--- config.mk ---
export PLATFORM = sky130hd
export DESIGN_NAME = buscli_vio_seq
export DESIGN_NICKNAME = d
export VERILOG_FILES = /design/src/rtl/buscli_vio_seq.sv
export SDC_FILE = /design/constraint.sdc
export NUM_CORES = 1
export LEC_CHECK = 0
export BUFFER_PORTS_ARGS = -buffer_cell sky130_fd_sc_hd__buf_2
export CAP_MARGIN = 20
export CORE_ASPECT_RATIO = 2
export CORE_UTILIZATION = 39
export DETAILED_ROUTE_END_ITERATION = 16
export PLACE_DENSITY_LB_ADDON = 0.25
export REMOVE_ABC_BUFFERS = 1
export SYNTH_ARGS = -nofsm -noshare
export SYNTH_HDL_FRONTEND = slang
export SYNTH_SLANG_ARGS = --single-unit
--- constraint.sdc ---
create_clock -name clk -period 2.82 [get_ports clk]
set_input_delay 0.423 -clock clk [delete_from_list [all_inputs] [get_ports clk]]
set_output_delay 0.423 -clock clk [all_outputs]
set_load 0.02 [all_outputs]
--- src/rtl/buscli_vio_seq.sv ---
// Debug-host bus client: turns toggle-handshaked host commands into single
// bus transactions and reports the result on a registered status word.
//
// state  | meaning
// -------+--------------------------------------------------------------
// IDLE   | waiting for the command toggle to differ from the accepted one
// SETTLE | command captured; needs 2 consecutive stable cycles to dispatch
// ISSUE  | bus_req held until ack / err / timeout
// DONE   | publish address and toggle echo, then back to IDLE
module buscli_vio_seq #(
    parameter int adda_width     = 68,
    parameter int stat_width     = 68,
    parameter int timeout_cycles = 1023
) (
    input  logic                  clk,
    input  logic                  rst_n,
    input  logic [adda_width-1:0] adda_in,
    output logic [stat_width-1:0] stat_out,
    output logic                  bus_req,
    output logic                  bus_we,
    output logic [31:0]           bus_addr,
    output logic [31:0]           bus_wdata,
    input  logic                  bus_ack,
    input  logic                  bus_err,
    input  logic [31:0]           bus_rdata
);

    localparam logic [1:0] S_IDLE   = 2'd0;
    localparam logic [1:0] S_SETTLE = 2'd1;
    localparam logic [1:0] S_ISSUE  = 2'd2;
    localparam logic [1:0] S_DONE   = 2'd3;

    localparam logic [2:0] OP_WRITE = 3'b001;
    localparam logic [2:0] OP_READ  = 3'b010;
    localparam logic [2:0] OP_CLEAR = 3'b100;

    // Last ISSUE cycle index; the compare happens in the final allowed cycle
    // so bus_req stays high for exactly timeout_cycles cycles.
    localparam logic [15:0] TO_LAST = 16'(timeout_cycles - 1);

    logic [1:0]            state_q, state_d;
    logic [adda_width-1:0] cap_q, cap_d;
    logic                  stable_q, stable_d;
    logic                  acc_q, acc_d;
    logic [15:0]           wait_q, wait_d;

    logic                  req_q, req_d;
    logic                  we_q, we_d;
    logic [31:0]           addr_q, addr_d;
    logic [31:0]           wdata_q, wdata_d;

    logic                  st_tog_q, st_tog_d;
    logic                  st_busy_q, st_busy_d;
    logic                  st_err_q, st_err_d;
    logic                  st_to_q, st_to_d;
    logic [31:0]           st_addr_q, st_addr_d;
    logic [31:0]           st_data_q, st_data_d;

    // Next-state and datapath decode for the sequencer.
    always_comb begin
        state_d   = state_q;
        cap_d     = cap_q;
        stable_d  = stable_q;
        acc_d     = acc_q;
        wait_d    = wait_q;
        req_d     = req_q;
        we_d      = we_q;
        addr_d    = addr_q;
        wdata_d   = wdata_q;
        st_tog_d  = st_tog_q;
        st_err_d  = st_err_q;
        st_to_d   = st_to_q;
        st_addr_d = st_addr_q;
        st_data_d = st_data_q;

        case (state_q)
            S_IDLE: begin
                if (adda_in[67] != acc_q) begin
                    cap_d    = adda_in;
                    stable_d = 1'b0;
                    state_d  = S_SETTLE;
                end
            end
            S_SETTLE: begin
                if (adda_in[67] == acc_q) begin
                    // host withdrew the command before it settled
                    state_d = S_IDLE;
                end else if (adda_in != cap_q) begin
                    cap_d    = adda_in;
                    stable_d = 1'b0;
                end else if (!stable_q) begin
                    stable_d = 1'b1;
                end else begin
                    acc_d = cap_q[67];
                    case (cap_q[66:64])
                        OP_WRITE, OP_READ: begin
                            req_d   = 1'b1;
                            we_d    = (cap_q[66:64] == OP_WRITE);
                            addr_d  = cap_q[63:32];
                            wdata_d = cap_q[31:0];
                            wait_d  = 16'd0;
                            state_d = S_ISSUE;
                        end
                        OP_CLEAR: begin
                            st_err_d = 1'b0;
                            st_to_d  = 1'b0;
                            state_d  = S_DONE;
                        end
                        default: begin
                            st_err_d = 1'b1;
                            state_d  = S_DONE;
                        end
                    endcase
                end
            end
            S_ISSUE: begin
                wait_d = wait_q + 16'd1;
                if (bus_err) begin
                    req_d     = 1'b0;
                    st_err_d  = 1'b1;
                    st_to_d   = 1'b0;
                    st_data_d = 32'h0;
                    state_d   = S_DONE;
                end else if (bus_ack) begin
                    req_d     = 1'b0;
                    st_err_d  = 1'b0;
                    st_to_d   = 1'b0;
                    st_data_d = we_q ? wdata_q : bus_rdata;
                    state_d   = S_DONE;
                end else if (wait_q == TO_LAST) begin
                    req_d     = 1'b0;
                    st_err_d  = 1'b0;
                    st_to_d   = 1'b1;
                    st_data_d = 32'hDEAD_DEAD;
                    state_d   = S_DONE;
                end
            end
            default: begin
                // echo last so the host sees it only once everything is final
                st_addr_d = cap_q[63:32];
                st_tog_d  = acc_q;
                state_d   = S_IDLE;
            end
        endcase

        st_busy_d = (state_d != S_IDLE);
    end

    // State, bus and status registers with asynchronous clear.
    always_ff @(posedge clk or negedge rst_n) begin
        if (!rst_n) begin
            state_q   <= S_IDLE;
            cap_q     <= '0;
            stable_q  <= 1'b0;
            acc_q     <= 1'b0;
            wait_q    <= 16'd0;
            req_q     <= 1'b0;
            we_q      <= 1'b0;
            addr_q    <= 32'h0;
            wdata_q   <= 32'h0;
            st_tog_q  <= 1'b0;
            st_busy_q <= 1'b0;
            st_err_q  <= 1'b0;
            st_to_q   <= 1'b0;
            st_addr_q <= 32'h0;
            st_data_q <= 32'h0;
        end else begin
            state_q   <= state_d;
            cap_q     <= cap_d;
            stable_q  <= stable_d;
            acc_q     <= acc_d;
            wait_q    <= wait_d;
            req_q     <= req_d;
            we_q      <= we_d;
            addr_q    <= addr_d;
            wdata_q   <= wdata_d;
            st_tog_q  <= st_tog_d;
            st_busy_q <= st_busy_d;
            st_err_q  <= st_err_d;
            st_to_q   <= st_to_d;
            st_addr_q <= st_addr_d;
            st_data_q <= st_data_d;
        end
    end

    assign bus_req   = req_q;
    assign bus_we    = we_q;
    assign bus_addr  = addr_q;
    assign bus_wdata = wdata_q;
    assign stat_out  = {st_tog_q, st_busy_q, st_err_q, st_to_q, st_addr_q, st_data_q};

endmodule
==> results of run 1 <==
## stage by stage
step | util | instance area, um^2
CTS | 0.4940 | 12470
detailed placement | 0.4664 | 11770
global route | 0.4945 | 12480
global placement | 0.4664 | 11770
finish | 0.4946 | 12480
floorplan | - | 9798
## per-layer routing
layer	vias to the layer above	track usage	share of wire
met5	-	0	0
met4	0	0.1100	0.045
met3	61	0.02911	0.037
met2	176	0.3965	0.56
met1	3756	0.2360	0.36
li1	3528	-	-
## layout make-up
type                       count  area, um^2
multi-input combinational    609        4248
sequential                   222        5557
inverter                       7       26.28
antenna                        7       17.52
fill                        2453       12750
tap                          336       420.4
clock buffer                  33       660.6
clock inverter                 4       23.77
timing repair buffer         268        1531
## cells in the mapped netlist (2+ instances only)
library cell  count
nand4_1          22
a31oi_1           2
o32ai_1           2
mux2_2           83
a21o_1           23
or3_1            10
a21oi_1           8
nor3_2            2
buf_6             3
nor4_1            4
or4_1             3
o31ai_1          12
nor3_1            4
and3_1            2
xnor2_1          69
buf_2            16
buf_4             5
clkbuf_1         18
nand3_1           7
nand2b_1          9
ha_1              2
dfrtp_1         222
inv_1             7
mux2_1           21
o21ai_0           7
buf_1            12
nor2_1           10
nand2_1         222
mux2i_1          38
nor3b_1           2
o21a_1            2
a211oi_1         22
## power groups by stage
stage / Clock, mW / Combinational, mW / Sequential [mW]
floorplan: 0 / 0.408 / 3.79
global placement: 0 / 0.987 / 3.66
detailed placement: 0 / 1.00 / 3.67
CTS: 2.89 / 1.01 / 3.61
global route: 3.01 / 1.07 / 3.64
finish: 2.82 / 0.988 / 3.61
## final timing paths
kind                                     startpoint                   endpoint  cells past startpoint
setup / recovery              cap_q[44]$_DFFE_PN0P_      cap_q[30]$_DFFE_PN0P_                      9
hold / removal                          adda_in[27]      cap_q[27]$_DFFE_PN0P_                      2
setup reg to reg              cap_q[44]$_DFFE_PN0P_      cap_q[30]$_DFFE_PN0P_                      9
hold reg to reg            st_data_q[3]$_DFFE_PN0P_   st_data_q[3]$_DFFE_PN0P_                      1
max in group asynchronous                     rst_n   st_data_q[4]$_DFFE_PN0P_                      3
min in group asynchronous                     rst_n  st_data_q[20]$_DFFE_PN0P_                      2
## flip-flops by register name, indices dropped and copies added, names as in the netlist
name,count
bus_wdata,32
cap_q,68
st_tog_q,1
wait_q,16
st_addr_q,32
stable_q,1
st_err_q,1
st_data_q,32
state_q,2
acc_q,1
bus_req,1
st_busy_q,1
st_to_q,1
bus_addr,32
bus_we,1
## worst max-delay path, cell delays in order, from the launching register on
cell,delay (ns)
dfrtp_1,0.42
xnor2_1,0.18
nand4_1,0.21
nor4_1,0.39
nand3_1,0.17
buf_4,0.19
nor2_4,0.12
a21oi_4,0.16
buf_12,0.23
mux2_1,0.34
## cells by family (layout without fill, tap and decap cells)
group | Yosys count | count (layout)
DFF | 222 | 222
and+or+nand+nor | 305 | 305
adders and majority gates | 2 | 2
other | 0 | 7
xor gates and xnor gates | 71 | 71
buffers and inverters | 61 | 312
muxes | 142 | 142
AOI/OAI and AO/OA | 89 | 89
## what timing repair did
item	4_1_cts	5_1_grt
buffers inserted	0	0
endpoints found under the setup margin	0	0
hold endpoints to repair	72	0
hold buffers	1	0
==> flow_metrics.py, run 1 <==
metrics = {
    "place": {
        "dp_cells": 1441,
        "io_buffers": 237,
        "gp_congestion": 0.8123,
        "dp_hpwl_um": 19930,
        "pre_cts_slack_ns": 0.1214,
    },
    "global_routing": {
        "grt_first_pass_wirelength_um": 42990,
        "grt_max_degree": 77,
        "grt_overflow": 0,
        "track_usage": 0.2161,
        "grt_pass1_vias": 7713,
        "antenna_found_initial": 6,
    },
    "clocking": {
        "worstSkewPairLatency_ns": 0.51,
        "cts_tree": "built",
        "h-tree-depth": 1,
        "clock_path_buffers": 3,
        "cts_buffers": 21,
        "cts.repair.resized": 0,
        "cts-root-buf": "clkbuf_16",
        "clk_pin_slew_worst_paths_ns": 0.07,
        "clkSinkCount": 222,
    },
    "logic_synthesis": {
        "yosys.area_share.simple": 0.1349,
        "synth_area_um2": 10060,
        "ys_ff_latch": 222,
        "synth_top_family_by_area": "multiplexers",
        "synth_area_leaders": "dfrtp_1 (55%), mux2_2 (9.3%), nand2_1 (8.3%), xnor2_1 (6.0%), mux2i_1 (3.8%)",
        "synth_xor_area_frac": 0.06255,
        "synthCells": 892,
        "synth_cell_type_count": 53,
        "synth-seq-area-share": 0.5521,
        "synth_edf_count": 0,
        "synth_compound_area_frac": 0.06491,
        "synth_fa_ha_area_frac": 0.002487,
        "synth.area.mux_share": 0.1542,
        "yosysWarnings": 0,
        "async_reset_ff_frac": 1.000,
        "ys.flop_type": "dfrtp_1",
        "yosys.area.top_type_share": 0.5521,
        "synth_largest_area_cell": "dfrtp_1",
        "avgSynthCellArea_um2": 11.28,
    },
    "floorplan": {
        "die_area_um2": 26490,
        "rows": 82,
        "chipWidth_um": 115.6,
        "coreArea_um2": 25240,
        "boundaryPins": 238,
        "start_util": 0.3987,
        "die_y_um": 229.2,
    },
    "min_path": {
        "worst_hold_path_type": "primary input to flip-flop",
    },
    "power_and_ir_drop": {
        "total_power_mw": 7.420,
        "internal_power_mw": 5.480,
        "swShare": 0.2615,
        "p_per_area_nw_per_um2": 594.4,
        "peakVddDrop_mv": 0.4370,
        "clkPwrFrac": 0.381,
        "p_leak_nw": 6.272,
        "power_frac_comb": 0.133,
        "seqPwrFrac": 0.486,
        "switching_power_mw": 1.941,
    },
    "layout": {
        "drive_gt1_frac": 0.3473,
        "layout.nets": 1235,
        "final_cells": 1486,
        "layout_commonest_cell": "buf_2",
        "mostFrequentLayoutCells": "buf_2 (236), nand2_1 (221), dfrtp_1 (221)",
        "syn2layout_area_growth_pct": 24.07,
    },
    "sta": {
        "tightest_slew_ns": 0.8434,
        "rsz0062_at_grt": "no",
        "setup_violations": 0,
        "setup_ws_ns": 0.2503,
        "maxSlewViolCount": 0,
        "holdWs_ns": 0.1497,
        "finalHoldViolCount": 0,
        "finalSetupTns_ns": 0,
        "skew_ns": 0.01801,
        "relSlewSlack": 0.4377,
        "period_minus_slack_ns": 2.570,
        "fmax_ghz": 0.3892,
        "min_period_over_period": 0.9112,
    },
    "worst_setup_path": {
        "rrSetupSlack_ns": 0.25,
        "cp_max_fo": 31,
        "cp-end-kind": "flip-flop",
        "crit_arrival_ns": 2.95,
        "crit_type": "flip-flop to flip-flop",
        "crit_path_start_kind": "flip-flop",
        "worstPathRequired_ns": 3.20,
    },
    "route": {
        "drt-total-wl_um": 27880,
        "drc": 0,
        "vias_per_cell": 5.061,
        "drt-initial-drc-count": 248,
        "wl_per_cell_um": 18.76,
        "vias": 7521,
        "drtAntennaViolNets": 0,
        "dr.pass1.iters": 4,
    },
    "status": {
        "status": "finished clean",
    },
    "job": {
        "maxCapViolCount": 0,
    },
}
No activity file was read; power rests on OpenSTA's default activity.
==> inputs of run 2 (changes only) <==
--- a/config.mk
+++ b/config.mk
@@ -8,9 +8,9 @@
 export BUFFER_PORTS_ARGS = -buffer_cell sky130_fd_sc_hd__buf_2
 export CAP_MARGIN = 20
 export CORE_ASPECT_RATIO = 2
-export CORE_UTILIZATION = 39
+export CORE_UTILIZATION = 40
 export DETAILED_ROUTE_END_ITERATION = 16
-export PLACE_DENSITY_LB_ADDON = 0.25
+export PLACE_DENSITY = 0.74
 export REMOVE_ABC_BUFFERS = 1
 export SYNTH_ARGS = -nofsm -noshare
 export SYNTH_HDL_FRONTEND = slang
==> run 2 against run 1 <==
Compared with the run above:
- register-to-register slack worse by 0.03 ns
- first-iteration DRC count is 6.9% higher
- largest cell class unchanged
- clock skew is 0.0076 ns lower
- combinational power is 2% lower
- clock power is 7.8% higher
- non-clock buffer count is 3 lower
- count of clock-buffer cells in the layout is 6 lower
- largest power group unchanged
==> flow_metrics.py, run 2 (same netlist as run 1, synthesis figures left out) <==
metrics = {
    "clocking": {
        "h-tree-depth": 1,
        "cts_tree": "built",
        "clkSinkCount": 222,
        "clock_path_buffers": 3,
        "worstSkewPairLatency_ns": 0.51,
        "post_cts_buffers": 0,
        "cts_buffers": 21,
        "cts-root-buf": "clkbuf_16",
        "clk_pin_slew_worst_paths_ns": 0.07,
    },
    "global_routing": {
        "grt_overflow": 0,
        "grt_max_degree": 91,
        "grt_pass1_vias": 7817,
        "grt_first_pass_wirelength_um": 41950,
        "antenna_found_initial": 4,
        "track_usage": 0.2131,
    },
    "status": {
        "status": "finished clean",
    },
    "route": {
        "drt-initial-drc-count": 265,
        "drc": 0,
        "drt-total-wl_um": 27220,
        "wl_per_cell_um": 18.45,
        "vias_per_cell": 5.077,
        "dr.pass1.iters": 4,
        "drtAntennaViolNets": 0,
        "vias": 7489,
    },
    "floorplan": {
        "start_util": 0.4103,
        "rows": 81,
        "boundaryPins": 238,
        "coreArea_um2": 24530,
        "chipWidth_um": 114.2,
        "die_area_um2": 25830,
        "die_y_um": 226.3,
    },
    "sta": {
        "setup_ws_ns": 0.2220,
        "skew_ns": 0.01039,
        "finalHoldViolCount": 0,
        "finalSetupTns_ns": 0,
        "period_minus_slack_ns": 2.598,
        "setup_violations": 0,
        "min_period_over_period": 0.9213,
        "maxSlewViolCount": 0,
        "rsz0062_at_grt": "no",
        "fmax_ghz": 0.3849,
        "relSlewSlack": 0.4396,
        "tightest_slew_ns": 0.8405,
    },
    "layout": {
        "largest_reg_flops": 68,
        "layout.nets": 1232,
        "drive_gt1_frac": 0.3456,
        "mostFrequentLayoutCells": "buf_2 (236), nand2_1 (221), dfrtp_1 (221)",
        "final_cells": 1475,
        "layout_commonest_cell": "buf_2",
        "syn2layout_area_growth_pct": 24.17,
        "top_register": "cap_q",
    },
    "worst_setup_path": {
        "crit_path_start_kind": "flip-flop",
        "cp_max_fo": 7,
        "worstRegToRegCells": 7,
        "cp-end-kind": "flip-flop",
        "regToRegStartpoint": "cap_q[33]$_DFFE_PN0P_",
        "rrSetupSlack_ns": 0.22,
        "timing.rr.end": "wait_q[11]$_DFFE_PN0P_",
        "crit_end": "wait_q[11]$_DFFE_PN0P_",
        "critical_path.startpoint": "cap_q[33]$_DFFE_PN0P_",
        "worstPathRequired_ns": 3.22,
        "crit_slowest_cell": "or4_1",
        "critical_path.cell_chain": "xnor2_1 > nand4_1 > nor4_4 > nand2_4 > or4_1 > o32ai_2 > mux2_1",
        "crit_path_max_incr_delay_ns": 0.57,
        "crit_arrival_ns": 2.99,
        "crit_type": "flip-flop to flip-flop",
    },
    "place": {
        "dp_hpwl_um": 19580,
        "io_buffers": 237,
        "pre_cts_slack_ns": 0.1474,
        "dp_cells": 1434,
        "gp_congestion": 0.8452,
    },
    "job": {
        "maxCapViolCount": 0,
    },
    "power_and_ir_drop": {
        "p_per_area_nw_per_um2": 609.6,
        "p_leak_nw": 6.272,
        "peakVddDrop_mv": 0.4678,
    },
    "min_path": {
        "worst_hold_path_type": "primary input to flip-flop",
    },
}
-- run 2: power breakdown --
part	total, mW	internal, mW	leakage (nW)	switching, mW
clock network	3.04	1.80	0.358	1.24
logic	0.972	0.446	3.08	0.526
registers	3.61	3.42	2.84	0.190
total	7.62	5.66	6.27	1.95
-- run 2: layout make-up --
| cell class | instances | area, um^2 |
|---|---|---|
| Clock buffer | 27 | 568.0 |
| Clock inverter | 10 | 157.7 |
| Sequential cell | 222 | 5557 |
| Inverter | 7 | 26.28 |
| Tap cell | 332 | 415.4 |
| Multi-Input combinational cell | 609 | 4254 |
| Fill cell | 2268 | 12030 |
| Antenna cell | 3 | 7.507 |
| Timing Repair Buffer | 265 | 1509 |
-- run 2: stage by stage --
stage	cell area, um^2	power, mW	utilization	hold slack (ns)
2_1_floorplan	9798	4.195	-	0.1274
3_3_place_gp	11750	4.616	0.4789	0.3038
3_5_place_dp	11750	4.647	0.4789	0.3057
4_1_cts	12480	7.703	0.5089	0.1394
5_1_grt	12490	7.897	0.5094	0.1551
6_report	12490	7.617	0.5094	0.1552
-- run 2: worst min-delay path by stage --
| stage | start | endpoint | cells after the start |
|---|---|---|---|
| floorplan | rst_n | acc_q$_DFFE_PN0P_ | 0 |
| global placement | rst_n | st_data_q[0]$_DFFE_PN0P_ | 1 |
| detailed placement | rst_n | st_data_q[0]$_DFFE_PN0P_ | 1 |
| CTS | adda_in[36] | cap_q[36]$_DFFE_PN0P_ | 2 |
| global route | adda_in[30] | cap_q[30]$_DFFE_PN0P_ | 2 |
| finish | adda_in[27] | cap_q[27]$_DFFE_PN0P_ | 2 |
-- run 2: metal layers --
| layer | part of all wire | track usage | vias to the layer above | wire length (um) |
|---|---|---|---|---|
| li1 | - | - | 3508 | - |
| met1 | 0.35 | 0.2197 | 3695 | 9637 |
| met2 | 0.55 | 0.3998 | 213 | 15040 |
| met3 | 0.042 | 0.03315 | 71 | 1134 |
| met4 | 0.051 | 0.1236 | 2 | 1401 |
| met5 | 0.00037 | 0 | - | 10 |
-- run 2: repair_timing --
action | 4_1_cts | 5_1_grt
setup endpoints to repair | 0 | 45
resized for setup | 0 | 1
hold buffers | 1 | 0
endpoints found under the hold margin | 29 | 0
-- run 2: worst max-delay path: cells and delay by family, from the launching register on --
| kind | cells | cell delay [ns] |
|---|---|---|
| flip-flops | 1 | 0.43 |
| AO/OA/AOI/OAI | 1 | 0.15 |
| XOR/XNOR | 1 | 0.17 |
| AND/OR/NAND/NOR | 4 | 1.38 |
| multiplexers | 1 | 0.34 |
==> inputs of run 3 (changes only) <==
--- a/config.mk
+++ b/config.mk
@@ -11,6 +11,7 @@
 export CORE_UTILIZATION = 40
 export DETAILED_ROUTE_END_ITERATION = 16
 export PLACE_DENSITY = 0.74
+export RECOVER_POWER = 50
 export REMOVE_ABC_BUFFERS = 1
 export SYNTH_ARGS = -nofsm -noshare
 export SYNTH_HDL_FRONTEND = slang
==> run 3 against run 2 <==
Compared with the run above:
- first-iteration DRC count increased by 0.38%
- worst setup slack worse by 0.0052 ns
- the flow now finishes with violations (capacitance limit, slew limit)
- maximum frequency fell by 0.20%
- largest power group unchanged
- count of clock-buffer cells in the layout unchanged
- sequential share of layout area increased by 0.34 points
- global-route usage unchanged
- via count about the same
- register-to-register slack barely moved
- total power fell by 0.32%
- utilization is 0.38 points lower
- non-clock buffer count did not move
==> flow_metrics.py, run 3 (same netlist as run 1, synthesis figures left out) <==
metrics = {
    "status": {
        "status": "finished, violations left",
        "violations": "capacitance limit, slew limit",
    },
    "job": {
        "maxCapViolCount": 1,
    },
    "route": {
        "drtAntennaViolNets": 0,
        "vias_per_cell": 5.076,
        "drt-initial-drc-count": 266,
        "drt-total-wl_um": 27280,
        "vias": 7487,
        "dr.pass1.iters": 4,
        "wl_per_cell_um": 18.49,
        "drc": 0,
    },
    "worst_setup_path": {
        "crit_type": "flip-flop to flip-flop",
        "worstPathRequired_ns": 3.22,
        "cp-end-kind": "flip-flop",
        "crit_path_start_kind": "flip-flop",
        "cp_max_fo": 7,
        "crit_arrival_ns": 3.00,
    },
    "global_routing": {
        "grt_max_degree": 91,
        "grt_overflow": 0,
        "track_usage": 0.2131,
        "grt_first_pass_wirelength_um": 41950,
        "grt_pass1_vias": 7817,
        "antenna_found_initial": 4,
    },
    "floorplan": {
        "chipWidth_um": 114.2,
        "rows": 81,
        "die_area_um2": 25830,
        "coreArea_um2": 24530,
        "boundaryPins": 238,
        "start_util": 0.4103,
        "die_y_um": 226.3,
    },
    "place": {
        "io_buffers": 237,
        "dp_hpwl_um": 19580,
        "dp_cells": 1434,
        "gp_congestion": 0.8452,
    },
    "clocking": {
        "post_cts_buffers": 0,
        "worstSkewPairLatency_ns": 0.51,
        "cts_tree": "built",
        "cts-root-buf": "clkbuf_16",
        "clock_path_buffers": 3,
        "clkSinkCount": 222,
        "clk_pin_slew_worst_paths_ns": 0.07,
        "cts_buffers": 21,
        "h-tree-depth": 1,
    },
    "power_and_ir_drop": {
        "p_per_area_nw_per_um2": 612.3,
        "p_leak_nw": 6.006,
        "total_power_mw": 7.593,
        "peakVddDrop_mv": 0.4677,
    },
    "sta": {
        "relSlewSlack": -0.3193,
        "min_period_over_period": 0.9231,
        "period_minus_slack_ns": 2.603,
        "finalHoldViolCount": 0,
        "finalSetupTns_ns": 0,
        "rsz0062_at_grt": "no",
        "setup_violations": 0,
        "fmax_ghz": 0.3841,
        "tightest_slew_ns": 1.979,
        "skew_ns": 0.009716,
        "maxSlewViolCount": 31,
    },
    "layout": {
        "final_cells": 1475,
        "syn2layout_area_growth_pct": 23.24,
        "largest_reg_flops": 68,
        "layout.nets": 1232,
        "mostFrequentLayoutCells": "nand2_1 (221), dfrtp_1 (221), buf_2 (170)",
        "fillerInstances": 2307,
        "drive_gt1_frac": 0.2868,
        "top_register": "cap_q",
    },
    "min_path": {
        "worst_hold_path_type": "primary input to flip-flop",
    },
}
## run 3: cell count changes in the layout (fill, tap and decap cells not counted)
cell,delta
buf_2,-66
clkbuf_1,+67
buf_8,-1
## run 3: worst max-delay path, cell delays in order (launching register included)
cell     delay (ns)
dfrtp_1        0.43
xnor2_1        0.17
nand4_1        0.19
nor4_4         0.49
nand2_4        0.14
or4_1          0.57
o32ai_2        0.15
mux2_1         0.34
## run 3: per-layer routing
| layer | GRT usage | share of wire | vias up |
|---|---|---|---|
| met2 | 0.3998 | 0.55 | 205 |
| li1 | - | - | 3513 |
| met1 | 0.2197 | 0.36 | 3701 |
| met3 | 0.03315 | 0.043 | 66 |
| met4 | 0.1236 | 0.047 | 2 |
| met5 | 0 | 0.00037 | - |
## run 3: metrics by stage
stage / hold slack, ns / utilization / instance area [um^2] / worst slack, ns
floorplan: 0.1274 / - / 9798 / -2.574
global placement: 0.3038 / 0.4789 / 11750 / 0.1866
detailed placement: 0.3057 / 0.4789 / 11750 / 0.1474
CTS: 0.1394 / 0.5089 / 12480 / 0.2255
global route: 0.1551 / 0.5056 / 12400 / 0.03045
finish: 0.1552 / 0.5056 / 12400 / 0.2168
## run 3: worst paths after layout
| path | from | end | slack (ns) | depth (start not counted) |
|---|---|---|---|---|
| max | cap_q[33]$_DFFE_PN0P_ | wait_q[11]$_DFFE_PN0P_ | 0.22 | 7 |
| min | adda_in[36] | cap_q[36]$_DFFE_PN0P_ | 0.16 | 2 |
| max reg2reg | cap_q[33]$_DFFE_PN0P_ | wait_q[11]$_DFFE_PN0P_ | 0.22 | 7 |
| min reg2reg | bus_addr[14]$_DFFE_PN0P_ | bus_addr[14]$_DFFE_PN0P_ | 0.47 | 2 |
| max in group asynchronous | rst_n | st_data_q[13]$_DFFE_PN0P_ | 0.45 | 3 |
| min in group asynchronous | rst_n | st_data_q[0]$_DFFE_PN0P_ | 1.00 | 2 |
## run 3: repair_timing
| item | in CTS | in global routing |
|---|---|---|
| endpoints found under the setup margin | 0 | 45 |
| gates resized for setup | 0 | 1 |
| endpoints found under the hold margin | 29 | 0 |
| hold buffers | 1 | 0 |
## run 3: area by class of cell
class | count | area (um^2) | area share
Sequential cell | 222 | 5557 | 0.4481
Multi-Input combinational cell | 609 | 4254 | 0.3431
Timing Repair Buffer | 265 | 1415 | 0.1141
Clock buffer | 27 | 568.0 | 0.04581
Tap cell | 332 | 415.4 | 0.03350
Clock inverter | 10 | 157.7 | 0.01271
Inverter | 7 | 26.28 | 0.002119
Antenna cell | 3 | 7.507 | 0.0006054
## run 3: report_power, final
| group | switching [mW] | internal [mW] | leakage, nW | total [mW] |
|---|---|---|---|---|
| Combinational | 0.526 | 0.420 | 2.81 | 0.946 |
| Clock | 1.24 | 1.80 | 0.358 | 3.04 |
| Sequential | 0.192 | 3.42 | 2.84 | 3.61 |
| Total | 1.96 | 5.64 | 6.01 | 7.59 |
